==> src/rtl/pixel_scanout.sv <==
// pixel_scanout: programmable raster timing generator that composites a sparse pixel stream over a background colour.
// Define PIXSCAN_DROP_CNT_EN to enable the 16-bit saturating late/dropped pixel counter on drop_count.
module pixel_scanout #(
  parameter int H_ACTIVE   = 640,
  parameter int H_FP       = 16,
  parameter int H_SYNC     = 96,
  parameter int H_BP       = 48,
  parameter int V_ACTIVE   = 480,
  parameter int V_FP       = 10,
  parameter int V_SYNC     = 2,
  parameter int V_BP       = 33,
  parameter int X_W        = 10,
  parameter int Y_W        = 10,
  parameter int COLOR_W    = 8,
  parameter int FIFO_DEPTH = 16,
  parameter bit SYNC_POL   = 1'b1
) (
  input  logic               pixclk,
  input  logic               reset,
  input  logic               in_valid,
  output logic               in_ready,
  input  logic [X_W-1:0]     in_x,
  input  logic [Y_W-1:0]     in_y,
  input  logic [COLOR_W-1:0] in_red,
  input  logic [COLOR_W-1:0] in_green,
  input  logic [COLOR_W-1:0] in_blue,
  input  logic [COLOR_W-1:0] bg_red,
  input  logic [COLOR_W-1:0] bg_green,
  input  logic [COLOR_W-1:0] bg_blue,
  output logic [COLOR_W-1:0] red,
  output logic [COLOR_W-1:0] green,
  output logic [COLOR_W-1:0] blue,
  output logic               de,
  output logic               hsync,
  output logic               vsync,
  output logic               frame_start,
  output logic [15:0]        drop_count
);

  localparam int HT = H_ACTIVE + H_FP + H_SYNC + H_BP;
  localparam int VT = V_ACTIVE + V_FP + V_SYNC + V_BP;
  localparam int AW = $clog2(FIFO_DEPTH);
  localparam int KW = Y_W + X_W;
  localparam int EW = KW + 3 * COLOR_W;

  localparam logic [X_W-1:0] H_ACT_X  = X_W'(H_ACTIVE);
  localparam logic [X_W-1:0] HS_START = X_W'(H_ACTIVE + H_FP);
  localparam logic [X_W-1:0] HS_END   = X_W'(H_ACTIVE + H_FP + H_SYNC);
  localparam logic [X_W-1:0] H_LAST   = X_W'(HT - 1);
  localparam logic [Y_W-1:0] V_ACT_Y  = Y_W'(V_ACTIVE);
  localparam logic [Y_W-1:0] VS_START = Y_W'(V_ACTIVE + V_FP);
  localparam logic [Y_W-1:0] VS_END   = Y_W'(V_ACTIVE + V_FP + V_SYNC);
  localparam logic [Y_W-1:0] V_LAST   = Y_W'(VT - 1);

  logic [X_W-1:0] r_cx;
  logic [Y_W-1:0] r_cy;
  logic [EW-1:0]  r_mem [FIFO_DEPTH];
  logic [AW:0]    r_wr_ptr, r_rd_ptr;
  logic [COLOR_W-1:0] r_red, r_green, r_blue;
  logic r_de, r_hsync, r_vsync, r_frame_start;

  logic          w_empty, w_full, w_push, w_pop, w_show, w_active;
  logic [EW-1:0] w_head;
  logic [KW-1:0] w_head_key, w_pos_key;

  assign w_empty    = (r_wr_ptr == r_rd_ptr);
  assign w_full     = (r_wr_ptr[AW-1:0] == r_rd_ptr[AW-1:0]) && (r_wr_ptr[AW] != r_rd_ptr[AW]);
  // in_ready is also gated by reset so the producer sees a closed FIFO for the whole reset window.
  assign in_ready   = !w_full && !reset;
  assign w_push     = in_valid && !w_full;

  assign w_head     = r_mem[r_rd_ptr[AW-1:0]];
  assign w_head_key = w_head[EW-1 -: KW];
  assign w_pos_key  = {r_cy, r_cx};
  assign w_active   = (r_cx < H_ACT_X) && (r_cy < V_ACT_Y);
  // Anything at or behind the scan position leaves the FIFO; only an exact active hit is shown.
  assign w_pop      = !w_empty && (w_head_key <= w_pos_key);
  assign w_show     = w_pop && (w_head_key == w_pos_key) && w_active;

  always_ff @(posedge pixclk or posedge reset) begin
    if (reset) begin
      r_cx <= '0;
      r_cy <= '0;
    end else if (r_cx == H_LAST) begin
      r_cx <= '0;
      r_cy <= (r_cy == V_LAST) ? '0 : r_cy + 1'b1;
    end else begin
      r_cx <= r_cx + 1'b1;
    end
  end

  // NOTE: FIFO storage has no reset; the pointers alone define which entries are valid.
  always_ff @(posedge pixclk) begin
    if (w_push) r_mem[r_wr_ptr[AW-1:0]] <= {in_y, in_x, in_red, in_green, in_blue};
  end

  always_ff @(posedge pixclk or posedge reset) begin
    if (reset) begin
      r_wr_ptr <= '0;
      r_rd_ptr <= '0;
    end else begin
      if (w_push) r_wr_ptr <= r_wr_ptr + 1'b1;
      if (w_pop)  r_rd_ptr <= r_rd_ptr + 1'b1;
    end
  end

  always_ff @(posedge pixclk or posedge reset) begin
    if (reset) begin
      {r_red, r_green, r_blue} <= '0;
      r_de          <= 1'b0;
      r_hsync       <= ~SYNC_POL;
      r_vsync       <= ~SYNC_POL;
      r_frame_start <= 1'b0;
    end else begin
      r_de          <= w_active;
      r_hsync       <= ((r_cx >= HS_START) && (r_cx < HS_END)) ? SYNC_POL : ~SYNC_POL;
      r_vsync       <= ((r_cy >= VS_START) && (r_cy < VS_END)) ? SYNC_POL : ~SYNC_POL;
      r_frame_start <= (r_cx == '0) && (r_cy == '0);
      if (w_show)
        {r_red, r_green, r_blue} <= w_head[3*COLOR_W-1:0];
      else if (w_active)
        {r_red, r_green, r_blue} <= {bg_red, bg_green, bg_blue};
      else
        {r_red, r_green, r_blue} <= '0;
    end
  end

  assign red         = r_red;
  assign green       = r_green;
  assign blue        = r_blue;
  assign de          = r_de;
  assign hsync       = r_hsync;
  assign vsync       = r_vsync;
  assign frame_start = r_frame_start;

`ifdef PIXSCAN_DROP_CNT_EN
  logic        w_drop;
  logic [15:0] r_drop_count;

  assign w_drop = w_pop && !w_show;

  always_ff @(posedge pixclk or posedge reset) begin
    if (reset)
      r_drop_count <= '0;
    else if (w_drop && (r_drop_count != 16'hFFFF))
      r_drop_count <= r_drop_count + 1'b1;
  end

  assign drop_count = r_drop_count;
`else
  assign drop_count = '0;
`endif

endmodule
==> config.mk <==
export PLATFORM = sky130hd
export DESIGN_NAME = pixel_scanout
export DESIGN_NICKNAME = d
export VERILOG_FILES = /design/src/rtl/pixel_scanout.sv
export SDC_FILE = /design/constraint.sdc
export NUM_CORES = 1
export LEC_CHECK = 0
export ABC_AREA = 1
export CORE_MARGIN = 1.5
export CORE_UTILIZATION = 45
export CTS_CLUSTER_SIZE = 14
export DETAILED_ROUTE_END_ITERATION = 10
export PLACE_DENSITY = 0.65
export SLEW_MARGIN = 0
export SYNTH_ARGS = -nofsm -noshare
export SYNTH_HDL_FRONTEND = slang
export SYNTH_SLANG_ARGS = --single-unit
==> constraint.sdc <==
create_clock -name pixclk -period 7.91 [get_ports pixclk]
set_input_delay 1.9775 -clock pixclk [delete_from_list [all_inputs] [get_ports pixclk]]
set_output_delay 1.9775 -clock pixclk [all_outputs]
set_load 0.1 [all_outputs]
==> results of run 1 <==
[worst max-delay path: stages]
cell,delay [ns]
clkdlybuf4s50_1,0.42
clkinv_2,0.06
nand2_1,0.05
inv_1,0.06
clkdlybuf4s50_1,1.12
[per-stage QoR]
| stage | util | cells | total power [W] | hold WS [ns] |
|---|---|---|---|---|
| 2_1_floorplan | - | 2408 | 0.00738 | 0.461 |
| 3_3_place_gp | 0.482 | 3247 | 0.00837 | 0.476 |
| 3_5_place_dp | 0.482 | 3247 | 0.00849 | 0.482 |
| 4_1_cts | 0.519 | 3388 | 0.0120 | 0.490 |
| 5_1_grt | 0.519 | 3388 | 0.0126 | 0.505 |
| 6_report | 0.519 | 3389 | 0.0120 | 0.493 |
[area by class of cell]
type	count	area, um2
clock inverter	29	216
clock buffer	112	2240
tap	873	1090
fill	5509	32400
inverter	56	220
sequential	762	22600
antenna	1	2.50
timing repair buffer	129	1250
multi-input combinational	1427	7260
[cell usage after synthesis (10+ instances only)]
master and n:
o22ai_1 96, xor2_1 18, o211ai_1 80, ha_1 29, inv_1 47, dfrtp_1 58
nand4_1 11, buf_4 25, nand2_1 207, clkbuf_1 95, nor2_1 440, nand3_1 102
buf_2 35, nor3_1 10, edfxtp_1 704, o221ai_1 32, o21ai_0 348, o21ai_1 12
[final timing paths]
kind | from | end | slack (ns) | depth (start not counted)
worst max-delay path | reset | in_ready | 2.25 | 5
worst min-delay path | r_wr_ptr[4] | r_wr_ptr[4] | 0.49 | 1
worst max register to register | r_rd_ptr[0] | red[5] | 2.51 | 16
worst min register to register | r_wr_ptr[4] | r_wr_ptr[4] | 0.49 | 1
max in group asynchronous | reset | r_rd_ptr[0] | 5.17 | 3
min in group asynchronous | reset | r_wr_ptr[0] | 2.00 | 3
[kinds of logic after synthesis]
| group | Yosys count | synth area share |
|---|---|---|
| simple gates | 783 | 0.104 |
| other cells | 1 | 0.000122 |
| buf+inv | 219 | 0.0318 |
| fa+ha+maj | 29 | 0.0118 |
| compound gates | 579 | 0.109 |
| xor+xnor | 20 | 0.00596 |
| flops | 762 | 0.737 |
[per-layer routing]
metal | share of wire | vias up
met4 | 0.022 | 4
li1 | - | 8866
met5 | 0.00033 | -
met3 | 0.075 | 122
met1 | 0.43 | 9891
met2 | 0.47 | 801
[power by group]
part / total (W) / internal [W] / switching [W]
clock network: 0.00353 / 0.00204 / 0.00149
logic: 0.00343 / 0.000956 / 0.00247
registers: 0.00500 / 0.00480 / 0.000195
[sequential cells by signal, summed over array words and instances, names as in the netlist]
| register | count |
|---|---|
| de | 1 |
| r_cx | 10 |
| r_cy | 10 |
| r_mem | 704 |
| frame_start | 1 |
| green | 8 |
| blue | 8 |
| r_rd_ptr | 5 |
| hsync | 1 |
| r_wr_ptr | 5 |
| vsync | 1 |
| red | 8 |
==> impl_results.md, run 1 <==
- Outcome: finished clean
- Max Clk Rate: 177 MHz
- Die Ht: 264 um
- Vias per inst: 5.81
- Minimum clock period: 5.66 ns
- Worst setup SP type: primary input
- Area inside the core boundary: 0.0673 mm2
- Nature of the critical path endpoint: output port
- Met1 track demand over resource in global routing: 0.315
- Die Width: 264 um
- Number of iterations in the first detailed-routing pass: 5
- Sequential area share after synthesis: 0.737
- Worst min-delay path category: flop to flop
- Count of instances resized after the clock tree is built: 0
- Routed wire length: 78.2 mm
- Final hold violation count: 0
- Source-to-sink clock delay at the later pin of the worst-skew pair: 0.62 ns
- Busiest metal layer after global routing: met2
- Most area-hungry cell type in the Yosys netlist: edfxtp_1
- Number of hold-repair buffers added at the cts stage: 0
- Final-report max-slew violation count: 0
- Effective utilization at floorplan: 0.455
- Synthesized area: 0.0306 mm2
- Row count: 95
- Power density over the cells: 343 mW/mm2
- Leading cell type in the layout, fill and taps excluded: edfxtp_1
- RePlAce Congestion: 0.808
- CTS buffer count: 79
- DRC violation total after the first TritonRoute iteration: 1,913
- Worst slew margin: 0.266
- Area of the die: 0.0697 mm2
- Met2 GRT Util: 0.360
- Buffer depth of the longest clock path: 3
- Number of different library cells in the post-synthesis netlist: 38
- Synthesized flop and latch total: 762
- TritonCTS sink count: 762
- Required time at the endpoint of the critical path: 5.93 ns
- Total routing usage reported by global routing: 0.224
- Postcts setup bufs: 0
- Main flop type after synthesis: edfxtp_1
- # Max-Cap Violations: 0
- Vias in the first global route: 19,400
- P&R area growth vs syn: 13.9%
- DP Wirelength: 39.5 mm
- Design area: 0.0349 mm2
- Nets: 2,555
- Placement Cell Area: 0.0324 mm2
- Post-route worst setup slack: 2.25 ns
- Setup repair after global routing missed its margin: no
- Crit Path Max Fanout: 2
- Number of setup violations in the final report: 0
- Number of nets still failing antenna checks after routing: 0
- Async set-reset flop share out of synthesis: 0.0761
- Clock edge transition at the registers on the reported setup and hold paths: 0.06 ns
- Cell types with the largest area share after synthesis: edfxtp_1 (69%), o21ai_0 (5.7%), nor2_1 (5.4%), dfrtp_1 (4.7%), nand2_1 (2.5%)
- Class of the most critical setup path: primary input to output port
- Fin Setup TNS: 0 ns
- Area share of the leading cell type in the synthesized netlist: 0.690
- Most frequent cells in the layout: edfxtp_1 (704), nor2_1 (423), o21ai_0 (348), nand2_1 (207), nand3_1 (102)
- Buffer cell driving the clock tree root: clkbuf_16
- Post-placement setup slack: 2.23 ns
- Clock tree from TritonCTS: yes
- Gr ovfl total: 0
- Arrival time of the worst setup path: 3.69 ns
- Total DRC errors in the routed layout: 0
- Slew at the pin with the worst max-slew slack: 1.10 ns
- Via Count: 19,700
- Final routed wire length divided by cell count: 23.1 um
- Antenna violations before repair: 4
- First-pass GRT wire length: 118 mm
- IO Count: 116
- Worst Skew: 0.0296 ns
- Number of buffers added on ports: 99
- Yosys Warn Count: 0
- Maximum number of pins on one net before global-route repair: 212
- Synthesized instance count: 2,393
- Worst IR Drop VDD: 0.269 mV
- Post-synth EDFFs: 704
- Share of layout cells above drive strength 1: 0.0720
- Htree depth: 3
- GRT met3 Usage: 0.0326
- Reported leakage power: 11.6 nW
- Mean post-synth cell area: 12.8 um2
- Final worst-path cycle share: 0.716
(Power assumes the default switching activity.)
==> run 2, diff against run 1 <==
PLACE_DENSITY = 0.67   (was 0.65)
clock period = 5.1 ns   (was 7.91 ns; I/O delays follow)
==> run 2 against run 1 <==
Net effect:
- cell count grew 0.41%
- core utilization grew 0.34 points
- combinational power grew 62%
- largest power group unchanged
- highest routed layer is now met4
==> impl_results.md, run 2 (synthesis gave the netlist of run 1 again) <==
- IO Count: 116 (unchanged)
- Effective utilization at floorplan: 0.455 (unchanged)
- Worst min-delay path category: flop to flop
- Crit Path Max Fanout: 36 (+34)
- Total DRC errors in the routed layout: 0 (unchanged)
- Buffer cell driving the clock tree root: clkbuf_16
- Max Clk Rate: 238 MHz
- Fin Setup TNS: 0 ns (unchanged)
- Outcome: finished clean
- Final worst-path cycle share: 0.825
- Gr ovfl total: 0 (unchanged)
- Number of hold-repair buffers added at the cts stage: 0 (unchanged)
- Number of buffers added on ports: 99 (unchanged)
- Number of iterations in the first detailed-routing pass: 5 (unchanged)
- Cell count after placement: 3,261 (+0.43%)
- DP Wirelength: 44.0 mm (+11%)
- TritonCTS sink count: 762 (unchanged)
- CTS buffer count: 80 (+1.3%)
- Fill cells: 5,581 (+1.3%)
- Nets: 2,570 (+0.59%)
- # Max-Cap Violations: 0 (unchanged)
- Class of the most critical setup path: flop to output port
- Final routed wire length divided by cell count: 22.9 um (-0.75%)
- Slew at the pin with the worst max-slew slack: 1.17 ns (+0.0741 ns)
- Core Util, Final: 0.522 (+0.00344)
- RePlAce Congestion: 0.844 (+4.5%)
- Buffer depth of the longest clock path: 3 (unchanged)
- Logic depth of the worst register-to-register path: 9 (-7)
- Antenna cells: 0 (-1)
- FF-to-FF setup slack: 1.10 ns (-1.41 ns)
- Total routing usage reported by global routing: 0.221 (-0.00256)
- Final-report max-slew violation count: 0 (unchanged)
- Number of nets still failing antenna checks after routing: 0 (unchanged)
- Vias per inst: 5.83 (+0.46%)
- Maximum number of pins on one net before global-route repair: 229 (+8.0%)
- Row count: 95 (unchanged)
- Count of instances resized after the clock tree is built: 0 (unchanged)
- Cell depth of the worst hold path: 1 (unchanged)
- Area inside the core boundary: 0.0673 mm2 (unchanged)
- Arrival time of the worst setup path: 2.93 ns (-0.76 ns)
- Setup repair after global routing missed its margin: no
- Worst setup SP type: flop
- Power density over the cells: 533 mW/mm2 (+56%)
- Nature of the critical path endpoint: output port
- Routed wire length: 77.9 mm (-0.34%)
- Via Count: 19,900 (+0.87%)
- First-pass GRT wire length: 118 mm (+0.16%)
- Number of standard cells in the final layout excluding fillers: 3,403 (+0.41%)
- P&R area growth vs syn: 14.6%
- Clock edge transition at the registers on the reported setup and hold paths: 0.06 ns (about the same)
- Worst Skew: 0.0387 ns (+0.00906 ns)
- Die Ht: 264 um (unchanged)
- Placement Cell Area: 0.0326 mm2 (+0.66%)
- Antenna violations before repair: 0 (-4)
- Most frequent cells in the layout: edfxtp_1 (704), nor2_1 (423), o21ai_0 (348), nand2_1 (207), nand3_1 (102)
- Max FFs per register: 704 (unchanged)
- Minimum clock period: 4.21 ns
- Design area: 0.0351 mm2 (+0.66%)
- Final hold violation count: 0 (unchanged)
- Reported leakage power: 11.7 nW (+0.96%)
- Worst slew margin: 0.219 (-0.0477)
- Clock tree from TritonCTS: yes
- Leading cell type in the layout, fill and taps excluded: edfxtp_1
- Worst IR Drop VDD: 0.666 mV (+150%)
- Die Width: 264 um (unchanged)
- Source-to-sink clock delay at the later pin of the worst-skew pair: 0.64 ns (+0.02 ns)
- DRC violation total after the first TritonRoute iteration: 2,281 (+19%)
- Area of the die: 0.0697 mm2 (unchanged)
- Postcts setup bufs: 0 (unchanged)
- Htree depth: 3 (unchanged)
- Required time at the endpoint of the critical path: 3.83 ns (-2.10 ns)
- Share of layout cells above drive strength 1: 0.0755 (+0.00353)
- Vias in the first global route: 19,400 (+0.20%)
- Number of setup violations in the final report: 0 (unchanged)
## run 2: cell types whose count changed in the layout (fill, tap and decap cells not counted), sizes merged, moves of 2 or more
cell      change
buf          +15
clkinv       +10
clkbuf        -7
clkinvlp      -3
bufinv        +2
## run 2: routing by layer
layer,global-route usage,wire length (um)
met1,0.304,32400
met2,0.362,37700
met3,0.0410,6040
met4,0.0617,1860
met5,0,0
## run 2: area by class of cell
class	count	area, um2	area share
multi-input cells	1427	7260	0.207
repair buffers	143	1470	0.0418
flip-flops and latches	762	22600	0.644
well taps	873	1090	0.0311
clock buffers	105	2150	0.0611
clock inverters	37	330	0.00941
inverters	56	220	0.00627
## run 2: worst max-delay path, cell delays in order, from the launching register on
cell and delay [ns]:
dfrtp_2 0.75, buf_4 0.54, xor2_1 0.12, nor2_1 0.18
nand3_1 0.26, nand2_1 0.13, inv_1 0.05, buf_4 0.22
## run 2: final timing paths
check / from / to
hold / removal: r_wr_ptr[4] / r_wr_ptr[4]
setup reg to reg: r_rd_ptr[2] / r_mem[5][39]
hold reg to reg: r_wr_ptr[4] / r_wr_ptr[4]
max in group asynchronous: reset / r_rd_ptr[1]
setup / recovery: r_rd_ptr[2] / in_ready
min in group asynchronous: reset / r_cx[4]
## run 2: metrics by stage
step	hold WS, ns	setup slack [ns]	power [W]
global route	0.507	0.716	0.0196
finish	0.494	0.892	0.0187
CTS	0.491	0.918	0.0188
detailed placement	0.481	1.13	0.0133
global placement	0.474	1.19	0.0131
floorplan	0.461	0.572	0.0114
## run 2: power by group
group	total, W	leakage [nW]	switching, W	internal [W]
registers	0.00763	7.07	0.000184	0.00744
clock network	0.00556	1.21	0.00238	0.00318
logic	0.00555	3.41	0.00399	0.00156
total	0.0187	11.7	0.00656	0.0122
